<file path="config.mk">
export PLATFORM = sky130hd
export DESIGN_NAME = sram_arbiter
export DESIGN_NICKNAME = d
export VERILOG_FILES = /design/src/rtl/sram_arbiter_pkg.sv /design/src/rtl/sram_arb_priority.sv /design/src/rtl/sram_arbiter.sv
export SDC_FILE = /design/constraint.sdc
export NUM_CORES = 1
export LEC_CHECK = 0
export BUFFER_PORTS_ARGS = -buffer_cell sky130_fd_sc_hd__buf_2
export CAP_MARGIN = 10
export CORE_MARGIN = 8
export CORE_UTILIZATION = 24
export DETAILED_ROUTE_END_ITERATION = 10
export MAX_ROUTING_LAYER = met4
export PLACE_DENSITY = 0.52
export REMOVE_ABC_BUFFERS = 1
export SLEW_MARGIN = 20
export SYNTH_ARGS = -nofsm -noshare
export SYNTH_HDL_FRONTEND = slang
export SYNTH_SLANG_ARGS = --single-unit
</file>
<file path="constraint.sdc">
create_clock -name HCLK -period 3.9 [get_ports HCLK]
set_clock_uncertainty 0.2 [all_clocks]
set_input_delay 0.195 -clock HCLK [delete_from_list [all_inputs] [get_ports HCLK]]
set_output_delay 0.195 -clock HCLK [all_outputs]
set_load 0.02 [all_outputs]
</file>
<file path="src/rtl/sram_arbiter_pkg.sv">
// Shared types and helpers for the SRAM arbiter between instruction fetch and data ports.
package sram_arbiter_pkg;

    localparam int unsigned WORD_W = 32;

    typedef enum logic [1:0] {
        IDLE = 2'd0,
        BUSY = 2'd1,
        RESP = 2'd2
    } state_t;

    // Values double as bit positions in the one-hot grant vector.
    typedef enum logic {
        PORT_IF = 1'b0,
        PORT_D  = 1'b1
    } port_id_t;

    // Clear the byte offset so the SRAM always sees a word address.
    function automatic logic [WORD_W-1:0] word_align(input logic [WORD_W-1:0] addr);
        return {addr[WORD_W-1:2], 2'b00};
    endfunction

    // Any non-zero byte offset is a misaligned word access.
    function automatic logic is_misaligned(input logic [WORD_W-1:0] addr);
        return (addr[1:0] != 2'b00);
    endfunction

endpackage

</file>
<file path="src/rtl/sram_arb_priority.sv">
// Grant selection between fetch and data requesters. Data normally wins; after
// STARVE_LIMIT consecutive data grants taken while fetch was waiting, fetch is
// forced through once.
module sram_arb_priority
    import sram_arbiter_pkg::*;
#(
    parameter int unsigned STARVE_LIMIT = 4
) (
    input  logic       HCLK,
    input  logic       HRESETn,
    input  logic       grant_en,
    input  logic       if_req,
    input  logic       d_req,
    output logic [1:0] gnt
);

    localparam int unsigned STREAK_W = $clog2(STARVE_LIMIT + 1);
    localparam logic [STREAK_W-1:0] STREAK_MAX = STREAK_W'(STARVE_LIMIT);

    logic [STREAK_W-1:0] streak_r;
    logic                fetch_forced_s;
    logic [1:0]          gnt_s;

    assign fetch_forced_s = if_req && (streak_r == STREAK_MAX);
    assign gnt            = gnt_s;

    // Pick at most one winner, and only while the arbiter can accept a request.
    always_comb begin
        gnt_s = 2'b00;
        if (!grant_en) begin
            gnt_s = 2'b00;
        end else if (d_req && !fetch_forced_s) begin
            gnt_s[PORT_D] = 1'b1;
        end else if (if_req) begin
            gnt_s[PORT_IF] = 1'b1;
        end else begin
            gnt_s = 2'b00;
        end
    end

    // Count data grants that kept fetch waiting; saturate at the limit.
    always_ff @(posedge HCLK or negedge HRESETn) begin
        if (!HRESETn) begin
            streak_r <= STREAK_W'(0);
        end else if (gnt_s[PORT_IF]) begin
            streak_r <= STREAK_W'(0);
        end else if (gnt_s[PORT_D]) begin
            if (!if_req) begin
                streak_r <= STREAK_W'(0);
            end else if (streak_r != STREAK_MAX) begin
                streak_r <= streak_r + STREAK_W'(1);
            end
        end
    end

endmodule

</file>
<file path="src/rtl/sram_arbiter.sv">
// Single-ported SRAM arbiter: one access at a time for the fetch and data ports,
// with misalignment rejection, an access timeout and per-port responses.
module sram_arbiter
    import sram_arbiter_pkg::*;
#(
    parameter int unsigned STARVE_LIMIT   = 4,
    parameter int unsigned TIMEOUT_CYCLES = 16
) (
    input  logic              HCLK,
    input  logic              HRESETn,
    input  logic              if_req,
    input  logic [WORD_W-1:0] if_addr,
    output logic              if_gnt,
    output logic              if_rvalid,
    output logic [WORD_W-1:0] if_rdata,
    output logic              if_err,
    input  logic              d_req,
    input  logic              d_we,
    input  logic [WORD_W-1:0] d_addr,
    input  logic [WORD_W-1:0] d_wdata,
    output logic              d_gnt,
    output logic              d_rvalid,
    output logic [WORD_W-1:0] d_rdata,
    output logic              d_err,
    output logic              sram_write_enable,
    output logic [WORD_W-1:0] sram_address,
    output logic [WORD_W-1:0] sram_write_data,
    input  logic              sram_hreadyout,
    input  logic [WORD_W-1:0] sram_read_data
);

    localparam int unsigned TMO_W = $clog2(TIMEOUT_CYCLES + 1);
    localparam logic [TMO_W-1:0] TMO_LAST = TMO_W'(TIMEOUT_CYCLES - 1);

    state_t            state_r;
    state_t            state_s;
    logic              grant_en_s;
    logic [1:0]        gnt_s;
    logic              granted_s;
    port_id_t          owner_s;
    port_id_t          owner_r;
    logic [WORD_W-1:0] addr_s;
    logic [WORD_W-1:0] addr_r;
    logic              we_s;
    logic              we_r;
    logic [WORD_W-1:0] wdata_s;
    logic [WORD_W-1:0] wdata_r;
    logic              misaligned_s;
    logic [TMO_W-1:0]  tmo_r;
    logic              busy_s;
    logic              complete_s;
    logic              abort_s;
    logic              resp_load_s;
    port_id_t          resp_owner_s;
    logic [WORD_W-1:0] resp_rdata_s;
    logic              resp_err_s;
    logic              if_rvalid_r;
    logic [WORD_W-1:0] if_rdata_r;
    logic              if_err_r;
    logic              d_rvalid_r;
    logic [WORD_W-1:0] d_rdata_r;
    logic              d_err_r;

    assign grant_en_s = (state_r == IDLE);

    sram_arb_priority #(
        .STARVE_LIMIT(STARVE_LIMIT)
    ) u_priority (
        .HCLK     (HCLK),
        .HRESETn  (HRESETn),
        .grant_en (grant_en_s),
        .if_req   (if_req),
        .d_req    (d_req),
        .gnt      (gnt_s)
    );

    assign if_gnt       = gnt_s[PORT_IF];
    assign d_gnt        = gnt_s[PORT_D];
    assign granted_s    = |gnt_s;
    assign misaligned_s = is_misaligned(addr_s);
    assign busy_s       = (state_r == BUSY);
    assign complete_s   = busy_s && sram_hreadyout;
    assign abort_s      = busy_s && !sram_hreadyout && (tmo_r == TMO_LAST);

    // Route the winning requester's command; fetch is always a read.
    always_comb begin
        owner_s = PORT_IF;
        addr_s  = if_addr;
        we_s    = 1'b0;
        wdata_s = {WORD_W{1'b0}};
        if (gnt_s[PORT_D]) begin
            owner_s = PORT_D;
            addr_s  = d_addr;
            we_s    = d_we;
            wdata_s = d_wdata;
        end else begin
            owner_s = PORT_IF;
            addr_s  = if_addr;
            we_s    = 1'b0;
            wdata_s = {WORD_W{1'b0}};
        end
    end

    // Capture the accepted command so the SRAM side stays stable through BUSY.
    always_ff @(posedge HCLK or negedge HRESETn) begin
        if (!HRESETn) begin
            owner_r <= PORT_IF;
            addr_r  <= {WORD_W{1'b0}};
            we_r    <= 1'b0;
            wdata_r <= {WORD_W{1'b0}};
        end else if (granted_s) begin
            owner_r <= owner_s;
            addr_r  <= word_align(addr_s);
            we_r    <= we_s;
            wdata_r <= wdata_s;
        end
    end

    // Access state register.
    always_ff @(posedge HCLK or negedge HRESETn) begin
        if (!HRESETn) begin
            state_r <= IDLE;
        end else begin
            state_r <= state_s;
        end
    end

    // Next state: misaligned requests skip the SRAM; BUSY ends on ready or timeout.
    always_comb begin
        state_s = state_r;
        case (state_r)
            IDLE: begin
                if (granted_s) begin
                    state_s = misaligned_s ? RESP : BUSY;
                end else begin
                    state_s = IDLE;
                end
            end
            BUSY: begin
                if (complete_s || abort_s) begin
                    state_s = RESP;
                end else begin
                    state_s = BUSY;
                end
            end
            RESP:    state_s = IDLE;
            default: state_s = IDLE;
        endcase
    end

    // Count BUSY cycles spent waiting for the SRAM; cleared whenever the wait ends.
    always_ff @(posedge HCLK or negedge HRESETn) begin
        if (!HRESETn) begin
            tmo_r <= TMO_W'(0);
        end else if (busy_s && !sram_hreadyout && !abort_s) begin
            tmo_r <= tmo_r + TMO_W'(1);
        end else begin
            tmo_r <= TMO_W'(0);
        end
    end

    // Work out what the response will carry as the FSM enters RESP.
    always_comb begin
        resp_load_s  = (state_s == RESP) && (state_r != RESP);
        resp_owner_s = owner_r;
        resp_err_s   = 1'b0;
        resp_rdata_s = {WORD_W{1'b0}};
        if (state_r == IDLE) begin
            // Only a misaligned grant jumps from IDLE straight to RESP.
            resp_owner_s = owner_s;
            resp_err_s   = 1'b1;
        end else if (abort_s) begin
            resp_err_s   = 1'b1;
        end else if (complete_s && !we_r) begin
            resp_rdata_s = sram_read_data;
        end else begin
            resp_rdata_s = {WORD_W{1'b0}};
        end
    end

    // One-cycle response to the owning port only; the other port stays quiet.
    always_ff @(posedge HCLK or negedge HRESETn) begin
        if (!HRESETn) begin
            if_rvalid_r <= 1'b0;
            if_rdata_r  <= {WORD_W{1'b0}};
            if_err_r    <= 1'b0;
            d_rvalid_r  <= 1'b0;
            d_rdata_r   <= {WORD_W{1'b0}};
            d_err_r     <= 1'b0;
        end else if (resp_load_s && (resp_owner_s == PORT_D)) begin
            if_rvalid_r <= 1'b0;
            if_rdata_r  <= {WORD_W{1'b0}};
            if_err_r    <= 1'b0;
            d_rvalid_r  <= 1'b1;
            d_rdata_r   <= resp_rdata_s;
            d_err_r     <= resp_err_s;
        end else if (resp_load_s) begin
            if_rvalid_r <= 1'b1;
            if_rdata_r  <= resp_rdata_s;
            if_err_r    <= resp_err_s;
            d_rvalid_r  <= 1'b0;
            d_rdata_r   <= {WORD_W{1'b0}};
            d_err_r     <= 1'b0;
        end else begin
            if_rvalid_r <= 1'b0;
            if_rdata_r  <= {WORD_W{1'b0}};
            if_err_r    <= 1'b0;
            d_rvalid_r  <= 1'b0;
            d_rdata_r   <= {WORD_W{1'b0}};
            d_err_r     <= 1'b0;
        end
    end

    assign if_rvalid = if_rvalid_r;
    assign if_rdata  = if_rdata_r;
    assign if_err    = if_err_r;
    assign d_rvalid  = d_rvalid_r;
    assign d_rdata   = d_rdata_r;
    assign d_err     = d_err_r;

    // SRAM side is driven only during BUSY, so a write strobe can never leak out.
    always_comb begin
        sram_write_enable = 1'b0;
        sram_address      = {WORD_W{1'b0}};
        sram_write_data   = {WORD_W{1'b0}};
        if (busy_s) begin
            sram_write_enable = we_r;
            sram_address      = addr_r;
            sram_write_data   = wdata_r;
        end else begin
            sram_write_enable = 1'b0;
            sram_address      = {WORD_W{1'b0}};
            sram_write_data   = {WORD_W{1'b0}};
        end
    end

endmodule

</file>
==> reports/metrics.yaml, run 1 <==
finalCriticalPeriod_ns: 3.02
cts_buffer_depth: 2
fp-row-count: 56
initial_utilization_pct: 24.4
nNetsFinal: 1021
finalWirelength_microns: 19900
r2r-start: "state_r[0]"
end_kind: "register"
yosys_register_bits: 142
synth_top_area_share_pct: 62.2
maxCapViolations: 0
grt_pass1_wl_microns: 31000
r2r_slack_ns: 0.88
gp_congestion: 0.778
cts_setup_buffers: 0
synth_top_area_cell: "dfrtp_1"
grt_max_degree: 90
status: "finished clean"
crit_type: "register to register"
critPathLaunchType: "register"
synth_cells: 492
die_w_microns: 170
synth_area_leaders: "dfrtp_1, and2_1, a222oi_1"
yosysUniqueCellTypes: 40
cp.required_ns: 4.05
clock_sinks: 142
post-route-period-util_pct: 77.4
overflow: 0
worstPathMaxFanout: 31
multi_input_area_sq_mm: 0.00182
reg2reg_to: "addr_r[6]"
rsz0062_at_grt: "no"
hold_buffers: 134
synth_enable_flop_cells: 0
drive_gt1_share_pct: 36.4
setup_tns_ns: 0
cp-startpoint: "state_r[0]"
route.detailed.drc: 0
rr_worst_depth: 5
worstSetupEndpoint: "addr_r[6]"
async_flop_share_pct: 100
cts_tree: "built"
p_per_area_mw_per_mm2: 613
dp_hpwl_microns: 12900
netlist_top_cells_count: "dfrtp_1, nor2_1, and2_1"
syn_area_per_cell_sq_um: 11.6
arrival_ns: 3.16
cts-htree-levels: 4
gr-usage-all-layers_pct: 14.0
core-area_sq_mm: 0.0234
portBuffers: 266
ys_seq_area_share_pct: 62.2
ir_drop_mv: 0.246
cts_buffers: 17
holdPathStages: 3
clk_latency_ns: 0.41
worst-slew-pin-transition_ns: 1.01
hp-class: "input pin to register"
antenna_found_initial: 1
wl_per_cell_microns: 16.4
final_core_util_pct: 39.7
slew_headroom_pct: 32.6
antenna_left: 0
postCtsResizedCells: 0
synth_area_sq_mm: 0.00571
syn_to_final_growth_pct: 62.4
path_clk_slew_ns: 0.06
setup_viol: 0
leakage_nw: 4.90
drt_iter0_markers: 371
synth-warning-count: 0
io_pins: 269
finalHoldViolCount: 0
root_buffer: "clkbuf_16"
die_area_sq_mm: 0.0290
ys.flop_type: "dfrtp_1"
fmax_mhz: 331
grt_pass1_vias: 5712
yosysMostFrequentCell: "dfrtp_1"
n_fill_cell: 2295
seqCellArea_sq_mm: 0.00355
die_y_microns: 170
route.vias.total: 5207
p_total_mw: 5.69
first_pass_iters: 7
avgViaCountPerCell: 4.29
slew_viol_final: 0
## per-layer routing
layer / track usage [%] / share of wire [%]
met4: 5.84 / 2.1
met2: 21.4 / 45
met5: - / 0
met1: 16.0 / 42
met3: 5.93 / 11
## layout by cell type (no fill, tap or decap), types with 2 or more instances in the layout
| cell | instances |
|---|---|
| and2_1 | 63 |
| nor2_2 | 8 |
| dlygate4sd3_1 | 134 |
| o21ai_0 | 3 |
| inv_6 | 4 |
| buf_4 | 6 |
| ha_1 | 4 |
| nand2_1 | 39 |
| buf_2 | 265 |
| inv_8 | 2 |
| a21o_1 | 2 |
| a22o_1 | 34 |
| dfrtp_1 | 142 |
| inv_1 | 34 |
| bufinv_16 | 4 |
| clkbuf_16 | 17 |
| a222oi_1 | 30 |
| nand3_1 | 2 |
| conb_1 | 2 |
| and3_1 | 2 |
| clkinv_4 | 2 |
| a2111oi_1 | 2 |
| nor2_1 | 68 |
## per-stage QoR
step	instance area [sq um]	std cells	worst slack, ns	hold WS, ns
2_1_floorplan	5470	457	0.615	-0.301
3_3_place_gp	7310	1049	1.39	-0.0204
3_5_place_dp	7310	1049	1.31	-0.0211
4_1_cts	9280	1214	0.911	0.0333
5_1_grt	9280	1215	0.749	0.0651
6_report	9280	1215	0.882	0.0586
## cells by family after synthesis
logic type               share of synthesized area, %
AND/OR/NAND/NOR                                  16.9
flip-flops                                       62.2
AO/OA/AOI/OAI                                    12.7
buffers and inverters                            6.57
adder cells (fa/ha/maj)                         0.876
XOR/XNOR                                        0.307
multiplexers                                    0.372
other                                          0.0656
## power breakdown
part / internal [mW] / switching [mW]
sequential: 1.83 / 0.188
combinational: 0.865 / 1.03
clock: 1.09 / 0.689
total: 3.78 / 1.91
## flip-flops by register name, summed over array words and instances (netlist names), 2 cells and up
name,count
addr_r,30
state_r,2
u_priority.streak_r,3
if_rdata,32
tmo_r,5
d_rdata,32
wdata_r,32
## critical path, cell delays in order (launching register included)
cell           delay [ns]
dfrtp_1              0.48
or3b_2               0.55
a21oi_4              0.79
a222oi_1             0.22
dlygate4sd3_1        0.63
inv_1                0.07
## worst min-delay path by stage
stage / from / end
final: if_addr[0] / state_r[1]
after CTS: if_addr[0] / state_r[1]
after floorplan: HRESETn / addr_r[10]
after global placement: HRESETn / if_rvalid
after global routing: if_addr[0] / state_r[1]
after detailed placement: HRESETn / d_rdata[18]
## layout make-up
class | count | area share, %
sequential | 142 | 38.3
tap | 319 | 4.30
multi-input combinational | 281 | 19.6
inverter | 34 | 1.37
timing repair buffer | 407 | 29.6
antenna | 1 | 0.0270
clock buffer | 17 | 4.58
clock inverter | 14 | 2.24
Note: power is estimated with default switching activity, not from simulation.
==> inputs of run 2 (changes only) <==
==> constraint.sdc (replaced) <==
create_clock -name HCLK -period 2.9 [get_ports HCLK]
set_clock_uncertainty 0.2 [all_clocks]
set_input_delay 0.145 -clock HCLK [delete_from_list [all_inputs] [get_ports HCLK]]
set_output_delay 0.145 -clock HCLK [all_outputs]
set_load 0.02 [all_outputs]
==> reports/metrics.yaml, run 2 (synthesized netlist as in run 1, its figures left out) <==
status: "finished clean"  # unchanged
antenna_left: 0  # unchanged
switching_share_pct: 33.0  # was 33.5%
p_int_mw: 5.18  # was 3.78 mW
holdPathStages: 4  # was 3
r2r-start: "u_priority.streak_r[0]"  # was state_r[0]
fmax_mhz: 371  # was 331 MHz
critPathLaunchType: "register"  # unchanged
clkPwrFrac_pct: 30.9  # was 31.2%
clk_latency_ns: 0.41  # about the same
worstPathMaxFanout: 45  # was 31
setup_tns_ns: 0  # unchanged
route.vias.total: 5225  # was 5207
grt_max_degree: 65  # was 90
finalHoldViolCount: 0  # unchanged
slew_headroom_pct: 52.4  # was 32.6%
maxCapViolations: 0  # unchanged
die_w_microns: 170  # unchanged
seq_power_share_pct: 35.0  # was 35.5%
place_area_sq_mm: 0.00738  # was 0.00731 sq mm
postCtsResizedCells: 0  # unchanged
route.detailed.drc: 0  # unchanged
fin_hold_ws_ns: 0.0485  # was 0.0586 ns
postLayoutSetupSlackWorst_ns: 0.206  # was 0.882 ns
cts_tree: "built"  # unchanged
portBuffers: 266  # unchanged
diodes: 0  # was 1
slew_viol_final: 0  # unchanged
root_buffer: "clkbuf_16"  # unchanged
setup_viol: 0  # unchanged
crit_type: "register to register"  # unchanged
rsz0062_at_grt: "no"  # unchanged
core-area_sq_mm: 0.0234  # unchanged
path_clk_slew_ns: 0.07  # was 0.06 ns
drt_iter0_markers: 331  # was 371
worst-slew-pin-transition_ns: 0.711  # was 1.01 ns
ir_drop_mv: 0.377  # was 0.246 mV
p_total_mw: 7.74  # was 5.69 mW
dpl_worst_slack_ns: 0.516  # was 1.31 ns
cts-htree-levels: 4  # unchanged
cts_buffers: 17  # unchanged
hp-class: "input pin to register"  # unchanged
final_cell_mix: "buf_2, dfrtp_1, dlygate4sd3_1, nor2_1, and2_1"  # unchanged
hold_start: "d_req"  # was if_addr[0]
syn_to_final_growth_pct: 63.8  # was 62.4%
finalWirelength_microns: 20000  # was 19900 microns
io_pins: 269  # unchanged
arrival_ns: 2.80  # was 3.16 ns
wl_per_cell_microns: 16.4  # about the same
cts_setup_buffers: 0  # unchanged
end_kind: "register"  # unchanged
min_to: "u_priority.streak_r[1]"  # was state_r[1]
nNetsFinal: 1026  # was 1021
leakage_nw: 4.94  # was 4.90 nW
power_frac_comb_pct: 34.1  # was 33.3%
hold_buffers: 134  # unchanged
initial_utilization_pct: 24.4  # unchanged
r2r_slack_ns: 0.21  # was 0.88 ns
antenna_found_initial: 0  # was 1
avgViaCountPerCell: 4.29  # about the same
dp.cells: 1054  # was 1049
drive_gt1_share_pct: 36.8  # was 36.4%
grt_pass1_wl_microns: 31900  # was 31000 microns
layout_commonest_cell: "buf_2"  # unchanged
die_area_sq_mm: 0.0290  # unchanged
reg2reg_to: "addr_r[6]"  # unchanged
dp_hpwl_microns: 13200  # was 12900 microns
final_core_util_pct: 40.0  # was 39.7%
post-route-period-util_pct: 92.9  # was 77.4%
gp_congestion: 0.770  # was 0.778
rr_worst_depth: 8  # was 5
die_y_microns: 170  # unchanged
postLayoutCellArea_sq_mm: 0.00936  # was 0.00928 sq mm
cp.required_ns: 3.01  # was 4.05 ns
finalCriticalPeriod_ns: 2.69  # was 3.02 ns
power_switching_mw: 2.55  # was 1.91 mW
first_pass_iters: 5  # was 7
clock_sinks: 142  # unchanged
fp-row-count: 56  # unchanged
cts_buffer_depth: 2  # unchanged
gr-usage-all-layers_pct: 14.4  # was 14.0%
grt_pass1_vias: 5867  # was 5712
n_fill_cell: 2320  # was 2295
overflow: 0  # unchanged
p_per_area_mw_per_mm2: 826  # was 613 mW/mm^2
fin_cells: 1219  # was 1215
-- run 2: cell count changes in the layout (fill, tap and decap cells not counted) --
cell	change
buf_12	+3
buf_4	+2
clkbuf_8	+1
clkinv_2	-1
clkinv_4	-1
diode_2	-1
inv_6	+2
inv_8	-1
-- run 2: layout make-up --
type | instances | area (sq um) | share of cell area, %
clock buffer | 18 | 439 | 4.69
sequential | 142 | 3550 | 38.0
tap | 319 | 399 | 4.26
multi-input combinational | 281 | 1820 | 19.5
inverter | 34 | 128 | 1.36
timing repair buffer | 412 | 2820 | 30.1
clock inverter | 13 | 200 | 2.14
-- run 2: power groups by stage --
stage | combinational (mW) | sequential, mW | clock (mW)
4_1_cts | 2.67 | 2.70 | 2.49
6_report | 2.64 | 2.71 | 2.39
3_3_place_gp | 2.20 | 2.72 | 0
3_5_place_dp | 2.20 | 2.73 | 0
5_1_grt | 2.91 | 2.76 | 2.56
2_1_floorplan | 1.30 | 2.73 | 0
-- run 2: worst max path at each step --
| stage | from | endpoint | slack, ns | cells past startpoint |
|---|---|---|---|---|
| 2_1_floorplan | u_priority.streak_r[0] | d_err | -0.38 | 6 |
| 3_3_place_gp | tmo_r[0] | d_rdata[19] | 0.57 | 8 |
| 3_5_place_dp | tmo_r[0] | d_rdata[28] | 0.52 | 8 |
| 4_1_cts | state_r[0] | d_gnt | 0.23 | 5 |
| 5_1_grt | u_priority.streak_r[0] | addr_r[23] | 0.06 | 8 |
| 6_report | u_priority.streak_r[0] | addr_r[6] | 0.21 | 8 |
-- run 2: critical path, cell delays in order (launching register included) --
cell,delay [ns]
dfrtp_1,0.38
inv_1,0.08
ha_1,0.20
nand3_1,0.08
and3_2,0.33
buf_12,0.22
a222oi_1,0.40
dlygate4sd3_1,0.60
inv_1,0.04
-- run 2: per-layer routing --
metal	track usage (%)	share of wire [%]	up-vias
met5	-	0	-
met4	5.80	1.7	0
met3	6.19	11	26
met2	22.1	46	248
met1	16.4	41	2493
li1	-	-	2458
==> inputs of run 3 (changes only) <==
--- a/config.mk
+++ b/config.mk
@@ -8,12 +8,13 @@
 export BUFFER_PORTS_ARGS = -buffer_cell sky130_fd_sc_hd__buf_2
 export CAP_MARGIN = 10
 export CORE_MARGIN = 8
-export CORE_UTILIZATION = 24
+export CORE_UTILIZATION = 37
 export DETAILED_ROUTE_END_ITERATION = 10
 export MAX_ROUTING_LAYER = met4
-export PLACE_DENSITY = 0.52
+export PLACE_DENSITY = 0.71
 export REMOVE_ABC_BUFFERS = 1
 export SLEW_MARGIN = 20
 export SYNTH_ARGS = -nofsm -noshare
 export SYNTH_HDL_FRONTEND = slang
+export SYNTH_HIERARCHICAL = 1
 export SYNTH_SLANG_ARGS = --single-unit
==> reports/metrics.yaml, run 3 <==
status: "finished clean"  # unchanged
slew_viol_final: 0  # unchanged
first_pass_iters: 4  # was 5
dp_hpwl_microns: 12300  # was 13200 microns
layout_commonest_cell: "buf_2"  # unchanged
setup_viol: 0  # unchanged
fp-row-count: 46  # was 56
die_area_sq_mm: 0.0202  # was 0.0290 sq mm
synth_top_area_cell: "dfrtp_1"  # unchanged
gp_congestion: 0.812  # was 0.770
drive_gt1_share_pct: 32.3  # was 36.8%
cts-htree-levels: 4  # unchanged
leakage_nw: 4.91  # was 4.94 nW
yosysUniqueCellTypes: 35  # was 40
nNetsFinal: 1108  # was 1026
fmax_mhz: 360  # was 371 MHz
syn_area_per_cell_sq_um: 10.2  # was 11.6 sq um
cp.required_ns: 2.99  # was 3.01 ns
final_cell_mix: "buf_2, dfrtp_1, dlygate4sd3_1, nand2_1, nor2_1"  # was buf_2, dfrtp_1, dlygate4sd3_1, nor2_1, and2_1
postLayoutCellArea_sq_mm: 0.00940  # was 0.00936 sq mm
place_area_sq_mm: 0.00747  # was 0.00738 sq mm
maxCapViolations: 0  # unchanged
avgViaCountPerCell: 4.59  # was 4.29
finalWirelength_microns: 19800  # was 20000 microns
hp-class: "input pin to async pin"  # was input pin to register
antenna_left: 0  # unchanged
synthXorXnorAreaFrac_pct: 0.297  # was 0.307%
yosys_register_bits: 142  # unchanged
synth_area_leaders: "dfrtp_1, and2_1, nand2_1"  # was dfrtp_1, and2_1, a222oi_1
clock_sinks: 142  # unchanged
synthAdderAreaFrac_pct: 0.849  # was 0.876%
critPathLaunchType: "register"  # unchanged
drt_iter0_markers: 300  # was 331
grt_pass1_vias: 5954  # was 5867
cts_buffers: 17  # unchanged
p_total_mw: 7.28  # was 7.74 mW
synth_simple_gate_area_share_pct: 22.4  # was 16.9%
cts_setup_buffers: 0  # unchanged
portBuffers: 266  # unchanged
rr_worst_depth: 7  # was 8
yosysMostFrequentCell: "dfrtp_1"  # unchanged
synth_cells: 580  # was 492
cts_tree: "built"  # unchanged
initial_utilization_pct: 37.5  # was 24.4%
slew_headroom_pct: 28.6  # was 52.4%
route.detailed.drc: 0  # unchanged
io_pins: 269  # unchanged
syn_to_final_growth_pct: 59.4  # was 63.8%
wl_per_cell_microns: 16.5  # was 16.4 microns
die_y_microns: 142  # was 170 microns
synth_area_sq_mm: 0.00590  # was 0.00571 sq mm
fin_hold_ws_ns: 0.0436  # was 0.0485 ns
cts_buffer_depth: 2  # unchanged
synth_mux_area_share_pct: 5.45  # was 0.372%
synth_enable_flop_cells: 0  # unchanged
core-area_sq_mm: 0.0157  # was 0.0234 sq mm
grt_max_degree: 72  # was 65
post-route-period-util_pct: 95.7  # was 92.9%
ir_drop_mv: 0.472  # was 0.377 mV
synth_compound_area_share_pct: 7.26  # was 12.7%
grt_pass1_wl_microns: 31100  # was 31900 microns
die_w_microns: 142  # was 170 microns
worst-slew-pin-transition_ns: 1.05  # was 0.711 ns
overflow: 0  # unchanged
setup_tns_ns: 0  # unchanged
synth_top_family_by_area: "simple AND/OR/NAND/NOR gates"  # unchanged
antenna_found_initial: 1  # was 0
ys_seq_area_share_pct: 60.3  # was 62.2%
synth_top_area_share_pct: 60.3  # was 62.2%
finalCriticalPeriod_ns: 2.78  # was 2.69 ns
finalHoldViolCount: 0  # unchanged
synth-warning-count: 6  # was 0
crit_type: "register to register"  # unchanged
root_buffer: "clkbuf_16"  # unchanged
path_clk_slew_ns: 0.06  # was 0.07 ns
async_flop_share_pct: 100  # unchanged
arrival_ns: 2.87  # was 2.80 ns
netlist_top_cells_count: "dfrtp_1, nand2_1, nor2_1"  # was dfrtp_1, nor2_1, and2_1
end_kind: "register"  # unchanged
gr-usage-all-layers_pct: 20.3  # was 14.4%
worstPathMaxFanout: 70  # was 45
rsz0062_at_grt: "no"  # unchanged
p_per_area_mw_per_mm2: 774  # was 826 mW/mm^2
clk_latency_ns: 0.41  # about the same
ys.flop_type: "dfrtp_1"  # unchanged
route.vias.total: 5512  # was 5225
==> run 3: routing by layer <==
metal  part of all wire (%)  vias up  track usage (%)
met1                     41     2611             23.3
met3                    9.5       28             8.02
met4                    1.9        0             7.91
met2                     47      239             31.6
li1                       -     2634                -
met5                      0        -                -
==> run 3: through the flow <==
step                      std cells  util (%)  worst slack (ns)
after floorplan                 541         -             -2.19
after global placement         1033      47.5             0.560
after detailed placement       1033      47.5             0.451
after CTS                      1198      59.7            0.0221
after global routing           1199      59.8           0.00764
final                          1200      59.8             0.125
==> run 3: cell type report <==
class | count | area, sq um
Tap cell | 216 | 270
Clock inverter | 12 | 113
Antenna cell | 2 | 5.00
Sequential cell | 142 | 3550
Clock buffer | 19 | 453
Multi-Input combinational cell | 394 | 2190
Timing Repair Buffer | 410 | 2790
Inverter | 5 | 18.8
Fill cell | 1252 | 6310
==> run 3: worst paths after layout <==
check | slack [ns] | start | endpoint
min reg2reg | 0.26 | tmo_r[0] | tmo_r[0]
max reg2reg | 0.12 | u_priority/streak_r[0] | addr_r[24]
min in group HCLK | 0.17 | d_addr[1] | state_r[1]
max | 0.12 | u_priority/streak_r[0] | addr_r[24]
min | 0.04 | HRESETn | d_rdata[10]
max in group asynchronous | 1.68 | HRESETn | addr_r[7]
==> run 3: power by group <==
group	switching, mW	total (mW)	internal, mW
Sequential	0.269	2.76	2.49
Clock	0.864	2.09	1.23
Combinational	1.36	2.43	1.06
Total	2.50	7.28	4.78
==> run 3: cells by family after synthesis <==
family / after synthesis
AOI/OAI and AO/OA: 77
xor gates and xnor gates: 2
adders and majority gates: 4
buffers and inverters: 45
DFF: 142
muxes: 32
other: 1
and+or+nand+nor: 277
==> run 3: critical path, stage by stage, from the launching register on <==
cell and delay [ns]:
dfrtp_1 0.40, inv_1 0.06, ha_1 0.22, a31oi_2 0.36
and2_4 0.28, clkbuf_8 0.37, o21ai_0 0.15, dlygate4sd3_1 0.57
==> run 3: what timing repair did <==
action	in CTS	in global routing
gates resized for setup	0	5
endpoints found under the setup margin	0	25
endpoints found under the hold margin	280	0
hold buffers	134	0
